`config.mk`:
```
export PLATFORM = sky130hd
export DESIGN_NAME = led_trail_pwm
export DESIGN_NICKNAME = d
export VERILOG_FILES = /design/src/rtl/led_pkg.sv /design/src/rtl/led_trail_cell.sv /design/src/rtl/led_trail_pwm.sv
export SDC_FILE = /design/constraint.sdc
export NUM_CORES = 1
export LEC_CHECK = 0
export ABC_AREA = 0
export BUFFER_PORTS_ARGS = -buffer_cell sky130_fd_sc_hd__buf_2
export CAP_MARGIN = 30
export CORE_MARGIN = 2
export CORE_UTILIZATION = 60
export DETAILED_ROUTE_END_ITERATION = 10
export HOLD_SLACK_MARGIN = 0.1
export PLACE_DENSITY_LB_ADDON = 0.08
export REMOVE_ABC_BUFFERS = 1
export SLEW_MARGIN = 40
export SYNTH_ARGS = -nofsm -noshare
export SYNTH_HDL_FRONTEND = slang
export SYNTH_SLANG_ARGS = --single-unit
```
`constraint.sdc`:
```
create_clock -name clk -period 3.5 [get_ports clk]
set_input_delay 1.05 -clock clk [delete_from_list [all_inputs] [get_ports clk]]
set_output_delay 1.05 -clock clk [all_outputs]
set_load 0.02 [all_outputs]
```
`src/rtl/led_pkg.sv`:
```
// led_pkg: shared brightness constants and helpers for the LED trail PWM block
//   LED_PWM_BITS   default level width
//   LED_COUNT      number of LEDs per bank
//   level_max()    full-brightness level for a given width
//   half_level()   threshold below which the tail turns green as well
package led_pkg;
    localparam int LED_PWM_BITS = 4;
    localparam int LED_COUNT = 8;

    function automatic int level_max(input int bits);
        return (1 << bits) - 1;
    endfunction

    function automatic int half_level(input int bits);
        return 1 << (bits - 1);
    endfunction

    localparam int LED_LEVEL_MAX = level_max(LED_PWM_BITS);
    localparam int LED_HALF_LEVEL = half_level(LED_PWM_BITS);
endpackage

```
`src/rtl/led_trail_cell.sv`:
```
// led_trail_cell: one LED's brightness level, set/clear/decay update and PWM output
//   clk, reset     clock, asynchronous active-high reset
//   pattern_bit    head lit for this LED
//   trail_en       1 = decaying afterglow, 0 = hard on/off
//   decay_tick     one-cycle decay strobe shared by all cells
//   pwm_cnt        shared free-running PWM counter
//   led_r, led_g   registered red / green drive
module led_trail_cell
    import led_pkg::*;
#(
    parameter int PWM_BITS = LED_PWM_BITS
) (
    input  logic                clk,
    input  logic                reset,
    input  logic                pattern_bit,
    input  logic                trail_en,
    input  logic                decay_tick,
    input  logic [PWM_BITS-1:0] pwm_cnt,
    output logic                led_r,
    output logic                led_g
);
    localparam logic [PWM_BITS-1:0] LMAX = PWM_BITS'(level_max(PWM_BITS));
    localparam logic [PWM_BITS-1:0] HALF = PWM_BITS'(half_level(PWM_BITS));

    logic [PWM_BITS-1:0] r_level;
    logic [PWM_BITS-1:0] w_next;
    logic                w_on;
    logic                w_dim;

    // Head wins over everything, including a coincident decay tick; decay saturates at 0
    assign w_next = pattern_bit ? LMAX :
                    !trail_en ? '0 :
                    (decay_tick && r_level != '0) ? r_level - PWM_BITS'(1) : r_level;
    // Full level is forced on so the head never flickers at pwm_cnt == LMAX
    assign w_on  = (r_level == LMAX) || (r_level > pwm_cnt);
    assign w_dim = r_level < HALF;

    always_ff @(posedge clk or posedge reset) begin
        if (reset) begin
            r_level <= '0;
            led_r   <= 1'b0;
            led_g   <= 1'b0;
        end else begin
            r_level <= w_next;
            led_r   <= w_on;
            led_g   <= w_on && w_dim;
        end
    end
endmodule

```
`src/rtl/led_trail_pwm.sv`:
```
// led_trail_pwm: 8-LED chaser with decaying PWM afterglow and tail colour shift
//   clk, reset     clock, asynchronous active-high reset
//   pattern_in     chaser pattern, bit i = LED i head lit
//   trail_en       1 = decaying afterglow trail, 0 = hard on/off
//   led_r, led_g   registered PWM drive for red / green banks
module led_trail_pwm
    import led_pkg::*;
#(
    parameter int PWM_BITS  = LED_PWM_BITS,
    parameter int DECAY_EXP = 18
) (
    input  logic                 clk,
    input  logic                 reset,
    input  logic [LED_COUNT-1:0] pattern_in,
    input  logic                 trail_en,
    output logic [LED_COUNT-1:0] led_r,
    output logic [LED_COUNT-1:0] led_g
);
    logic [DECAY_EXP-1:0] r_presc;
    logic [PWM_BITS-1:0]  r_pwm_cnt;
    logic                 w_decay_tick;

    assign w_decay_tick = &r_presc;

    // Both counters wrap naturally at their width
    always_ff @(posedge clk or posedge reset) begin
        if (reset) begin
            r_presc   <= '0;
            r_pwm_cnt <= '0;
        end else begin
            r_presc   <= r_presc + DECAY_EXP'(1);
            r_pwm_cnt <= r_pwm_cnt + PWM_BITS'(1);
        end
    end

    for (genvar i = 0; i < LED_COUNT; i++) begin : g_cell
        led_trail_cell #(.PWM_BITS(PWM_BITS)) u_cell (
            .clk        (clk),
            .reset      (reset),
            .pattern_bit(pattern_in[i]),
            .trail_en   (trail_en),
            .decay_tick (w_decay_tick),
            .pwm_cnt    (r_pwm_cnt),
            .led_r      (led_r[i]),
            .led_g      (led_g[i])
        );
    end
endmodule

```
==> Word-level counts from Yosys, hierarchy flattened <==
Cells that the tools add are included.
{ "totals": {"inputBits": 11, "wordCells": 125, "output_inout_bits": 16, "ff_bits": 70} }
{ "op_classes": {"reduce_logical": 33, "n_mux": 24, "n_lt_le_gt_ge": 16, "n_addsub": 10, "eq_ne": 16} }
{ "op_table": {"columns": ["cell", "count"], "rows": [
  ["2-to-1 mux 4 bit", 24],
  ["== test 4 bit, second input constant", 8],
  ["greater-than comparator 4 bit", 8],
  ["< comparator 4 bit, second input constant", 8],
  ["nonzero test 4 bit", 8],
  ["subtractor 4 x 1 -> 4 bit, second input constant", 8],
  ["!= test 3 x 2 -> 1 bit, second input constant", 8],
  ["adder 18 x 1 -> 18 bit, second input constant", 1],
  ["AND reduction 18 bit", 1],
  ["logical AND 1 bit", 16],
  ["logical OR 1 bit", 8],
  ["adder 4 x 1 -> 4 bit, second input constant", 1]
]} }

==> Logic depth before layout (Yosys ltp) <==
{ "depth": {"depth_word": 5, "mapped_depth": 7, "ltp_nobuf": 7} }

==> Modules after synthesis <==
From an unflattened synthesis, not the netlist that was laid out.
{ "hier_totals": {"hier_cells": 431, "area_unflattened_um2": 4414.2} }
{ "by_module_without_submodules": {"columns": ["mod", "cells_each", "n_inst", "area_each_um2", "seq_area_each_um2"], "rows": [
  ["led_trail_cell", 45, 8, 439.2, 150.1],
  ["led_trail_pwm", 71, 1, 900.9, 550.5]
]} }

==> Least setup slack after synthesis <==
Ideal clock, no wire load.
{ "synth_path": {"kind": "input port to flip-flop", "from": "input port trail_en", "to": "register g_cell[0].u_cell.r_level[3]", "path_slack_ns": 1.711, "t_required_ns": 3.369, "setup_time_ns": 0.131, "n_path_buf": 1, "arrival_time_ns": 1.658, "stages": 3, "path_cell_list": "clkbuf_1 -> and4b_1 -> or3_1"} }
{ "synth_between": {"elab_chain_cells": 2, "elab_cells_between_ends": 3, "classes_between": "eq/ne: 1; mux: 2"} }
{ "synth_lines": {"columns": ["item", "line_no", "rtl"], "rows": [
  ["start: declaration", "led_trail_pwm.sv:15", "input logic trail_en,"],
  ["2-to-1 mux 4 bit", "led_trail_cell.sv:32", "!trail_en ? '0 :"],
  ["2-to-1 mux 4 bit", "led_trail_cell.sv:31", "assign w_next = pattern_bit ? LMAX :"],
  ["end signal: assignment", "led_trail_cell.sv:44", "r_level <= w_next;"],
  ["end: declaration", "led_trail_cell.sv:25", "logic [PWM_BITS-1:0] r_level;"]
]} }
Parallel ways exist; a longest one is shown, timed or not.
A chain may end at the register's enable or synchronous reset.

==> Final worst setup path <==
{ "layout_path": {"from": "register r_presc[0]", "to": "register g_cell[6].u_cell.r_level[3]"} }
{ "layout_between": {"elab_chain_cells": 3} }
{ "layout_lines": {"columns": ["item", "line_no", "rtl"], "rows": [
  ["start: declaration", "led_trail_pwm.sv:19", "logic [DECAY_EXP-1:0] r_presc;"],
  ["start signal: assignment", "led_trail_pwm.sv:31", "r_presc <= r_presc + DECAY_EXP'(1);"],
  ["AND reduction 18 bit", "led_trail_pwm.sv:23", "assign w_decay_tick = &r_presc;"],
  ["logical AND 1 bit", "led_trail_cell.sv:33", "(decay_tick && r_level != '0) ? r_level - PWM_BITS'(1) : r_level;"],
  ["!= test 3 x 2 -> 1 bit (no line)", null, null],
  ["end signal: assignment", "led_trail_cell.sv:44", null],
  ["end: declaration", "led_trail_cell.sv:25", null]
]} }
No other way between the ends.

==> key figures <==
Die
  • Area inside the core boundary: 0.006794 mm²
  • Die area: 0.007719 mm²
  • Die W: 87.86 µm
  • Starting utilization of the core area: 0.6210
  • Die Y-Extent: 87.86 µm
  • Number of top-level pins: 27
  • Cell row count: 30

Layout
  • Number of standard cells in the final layout excluding fillers: 519
  • Total number of nets in the final design: 487
  • Most common library cell in the layout ignoring fill and taps: sky130_fd_sc_hd__dfrtp_1
  • Ant. Diodes: 0
  • Filler cells: 531
  • Area added between synthesis and finish: 8.037%
  • Share of final-layout standard cells stronger than drive strength 1: 0.1135
  • Most frequent cells in the layout: sky130_fd_sc_hd__dfrtp_1, sky130_fd_sc_hd__ha_1, sky130_fd_sc_hd__a21o_1

Worst setup path
  • Arrival time worst endpoint: 2560 ps
  • Master of the slowest instance on the critical path: sky130_fd_sc_hd__nor2_1
  • Register-to-Register Path Depth: 7
  • Kind of critical path: flop to flop
  • List of cells traversed by the critical path: ha_1, nand3_1, nor2_1, buf_4, nand3_1, mux2_1, a21o_1
  • Count of buffer and inverter cells on the critical path: 1
  • Category of cells accounting for the largest share of critical-path delay: simple AND/OR/NAND/NOR gates
  • R2r startpoint: r_presc[0]
  • Maximum cell stage delay along the critical path: 550 ps
  • Category of the worst setup path capture point: flop
  • Element type at the critical path start: flop
  • Data required, critical path: 3740 ps
  • Most prevalent standard cell on the critical path: sky130_fd_sc_hd__nand3_1
  • Critical path peak fanout: 13
  • Destination of the worst register-to-register timing path: g_cell[6].u_cell.r_level[3]
  • R2r setup slk: 1180 ps

Drt
  • DR WL/cell: 14.13 µm
  • Via count: 2,843
  • Met3 wire length: 234 µm
  • First-iteration detailed-routing DRC count: 126
  • Drt pass-1 iters: 4
  • Number of remaining DRC errors: 0
  • Metal1 wirelength: 3478 µm
  • Uppermost signal routing layer after detailed routing: met4
  • Wire length on met2: 3475 µm
  • Antenna violation net count after detailed routing: 0
  • Detailed-route vias per instance: 5.478
  • Final WL: 7336 µm

Place
  • HPWL after DPL: 5110 µm
  • Number of placed instances, taps included: 503
  • PortBufs: 26
  • Pre-CTS WS: 1170 ps
  • Weighted congestion reported at the end of routability-driven placement: 0.8137

Timing
  • Setup TNS: 0 ps
  • Number of endpoints with negative hold slack in the final report: 0
  • Slew of the pin with the lowest slew margin: 681.5 ps
  • Max-slew headroom at the worst pin: 0.5450
  • Slack of the critical path: 1182 ps
  • Setup violations, final: 0
  • Final max-slew violation count: 0
  • Achievable frequency: 431.5 MHz
  • Post-layout minimum cycle time: 2318 ps
  • Share of the clock period used by the worst path: 0.6622
  • Unrepaired setup endpoints after global routing: no
  • Skew final: 8.119 ps

GRT
  • Global route overflow: 0
  • Largest net degree at the start of global routing: 40
  • Global-route wire length before repair: 12,680 µm
  • Antenna violations before repair: 0
  • Via count of the first global-routing pass: 2,846
  • Gr usage total: 0.2108

Power
  • Power Dens Cells: 401.3 mW/mm²
  • Leakage dissipation: 0.002181 µW
  • Worst IR drop on VDD: 0.2508 mV

Clock tree
  • Quantity of gates resized following cts: 0
  • CTS H-tree lvls: 3
  • Clock buffers created by TritonCTS: 9
  • Master cell of the clock root buffer: sky130_fd_sc_hd__clkbuf_8
  • CTS Sinks: 70
  • Clk pin slew, worst setup/hold paths: 80 ps
  • Number of buffers between clock root and the deepest sink: 2
  • Number of buffers added to fix hold violations after cts: 0
  • Number of buffers inserted to repair setup after CTS: 0
  • Skew-Pair Late Insertion Delay: 350 ps
  • TritonCTS clock tree: built

Yosys
  • Largest cells by area after synthesis: sky130_fd_sc_hd__dfrtp_1, sky130_fd_sc_hd__ha_1, sky130_fd_sc_hd__xnor2_1
  • Register bit total from synthesis: 70
  • Synth Area per Inst: 10.44 µm²
  • Post-synthesis cell type count: 32
  • Library cell with the largest summed area after synthesis: sky130_fd_sc_hd__dfrtp_1
  • Yosys warnings: 0
  • Mapped Cells: 404
  • Post-synth top area share: 0.4152
  • Sequential share of the synthesized area: 0.4152
  • Post-synthesis cell area: 0.004219 mm²

Job
  • Number of maximum-capacitance constraint violations: 0

Hold path
  • Worst Hold Path Cells: 1
  • Source of the worst hold timing path: r_presc[12]
  • Type of the tightest min-delay check: flop to flop
  • Sink of the worst hold path: r_presc[12]

Outcome
  • Status: complete, no violations
cells in the mapped netlist, drive strengths merged:
| library cell | count |
|---|---|
| o21ai | 8 |
| and4b | 2 |
| nand4b | 1 |
| nand2b | 1 |
| mux2 | 5 |
| ha | 58 |
| buf | 20 |
| and2 | 1 |
| and3 | 7 |
| a21o | 30 |
| inv | 23 |
| nor2b | 8 |
| a21oi | 2 |
| or2 | 2 |
| nand4 | 19 |
| or3 | 2 |
| xnor2 | 29 |
| nor3 | 8 |
| dfrtp | 70 |
| nand2 | 22 |
| nand3 | 21 |
| nor2 | 25 |
| xor2 | 6 |
| o21a | 16 |
| nor3b | 2 |
| clkbuf | 5 |
| mux2i | 8 |
| and4 | 3 |
worst reg2reg max path: cells and delay by family (launching register included):
kind	cells	cell delay, ps
AND/OR/NAND/NOR	3	810
buffers and inverters	1	320
multiplexers	1	320
AO/OA/AOI/OAI	1	170
adder cells (fa/ha/maj)	1	200
flip-flops	1	390
per-stage QoR:
step / hold slack (ps) / total power (µW) / area, µm² / util
finish: 473.5 / 1829 / 4558 / 0.6709
global route: 488.5 / 1925 / 4558 / 0.6709
CTS: 473.3 / 1850 / 4558 / 0.6709
detailed placement: 457.5 / 1120 / 4335 / 0.6381
global placement: 453.4 / 1109 / 4335 / 0.6381
floorplan: 436.6 / 1048 / 4058 / -
registers in the layout, summed over array words and instances, names as in the netlist:
signal                 count
g_cell.u_cell.r_level     32
g_cell.u_cell.led_g        8
r_pwm_cnt                  4
r_presc                   18
g_cell.u_cell.led_r        8
worst max path at each step:
stage                     startpoint                           to  cells after the start
after detailed placement  r_presc[0]  g_cell[6].u_cell.r_level[3]                      7
after global routing      r_presc[0]  g_cell[6].u_cell.r_level[3]                      7
after CTS                 r_presc[0]  g_cell[6].u_cell.r_level[3]                      7
after global placement    r_presc[0]  g_cell[6].u_cell.r_level[3]                      7
final                     r_presc[0]  g_cell[6].u_cell.r_level[3]                      7
after floorplan                reset       g_cell[0].u_cell.led_g                      1
where the power goes:
group          total (µW)  switching [µW]  internal (µW)
clock                 727             309            418
combinational         216             122           93.6
sequential            886            37.8            848
total                1830             469           1360
layout make-up:
class | instances | area [µm²] | area share
multi-input combinational | 286 | 2220 | 0.4870
sequential | 70 | 1752 | 0.3843
timing repair buffer | 28 | 157.7 | 0.03459
clock buffer | 10 | 137.6 | 0.03019
clock inverter | 6 | 85.08 | 0.01867
tap | 96 | 120.1 | 0.02635
inverter | 23 | 86.33 | 0.01894
metal layers:
layer  GRT usage  up-vias
met5           0        -
met4     0.09231        0
met3     0.03864       15
met2      0.3437       45
met1      0.2754     1371
li1            -     1412
cell families (layout without fill, tap and decap cells):
kind of cell	Yosys count	in the layout	share of synthesized area
AND/OR/NAND/NOR	124	124	0.1554
flip-flops	70	70	0.4152
adder cells (fa/ha/maj)	58	58	0.1720
AO/OA/AOI/OAI	56	56	0.09372
buffers and inverters	48	67	0.05872
XOR/XNOR	35	35	0.07266
multiplexers	13	13	0.03232
Power figures use the tool's default switching activity.
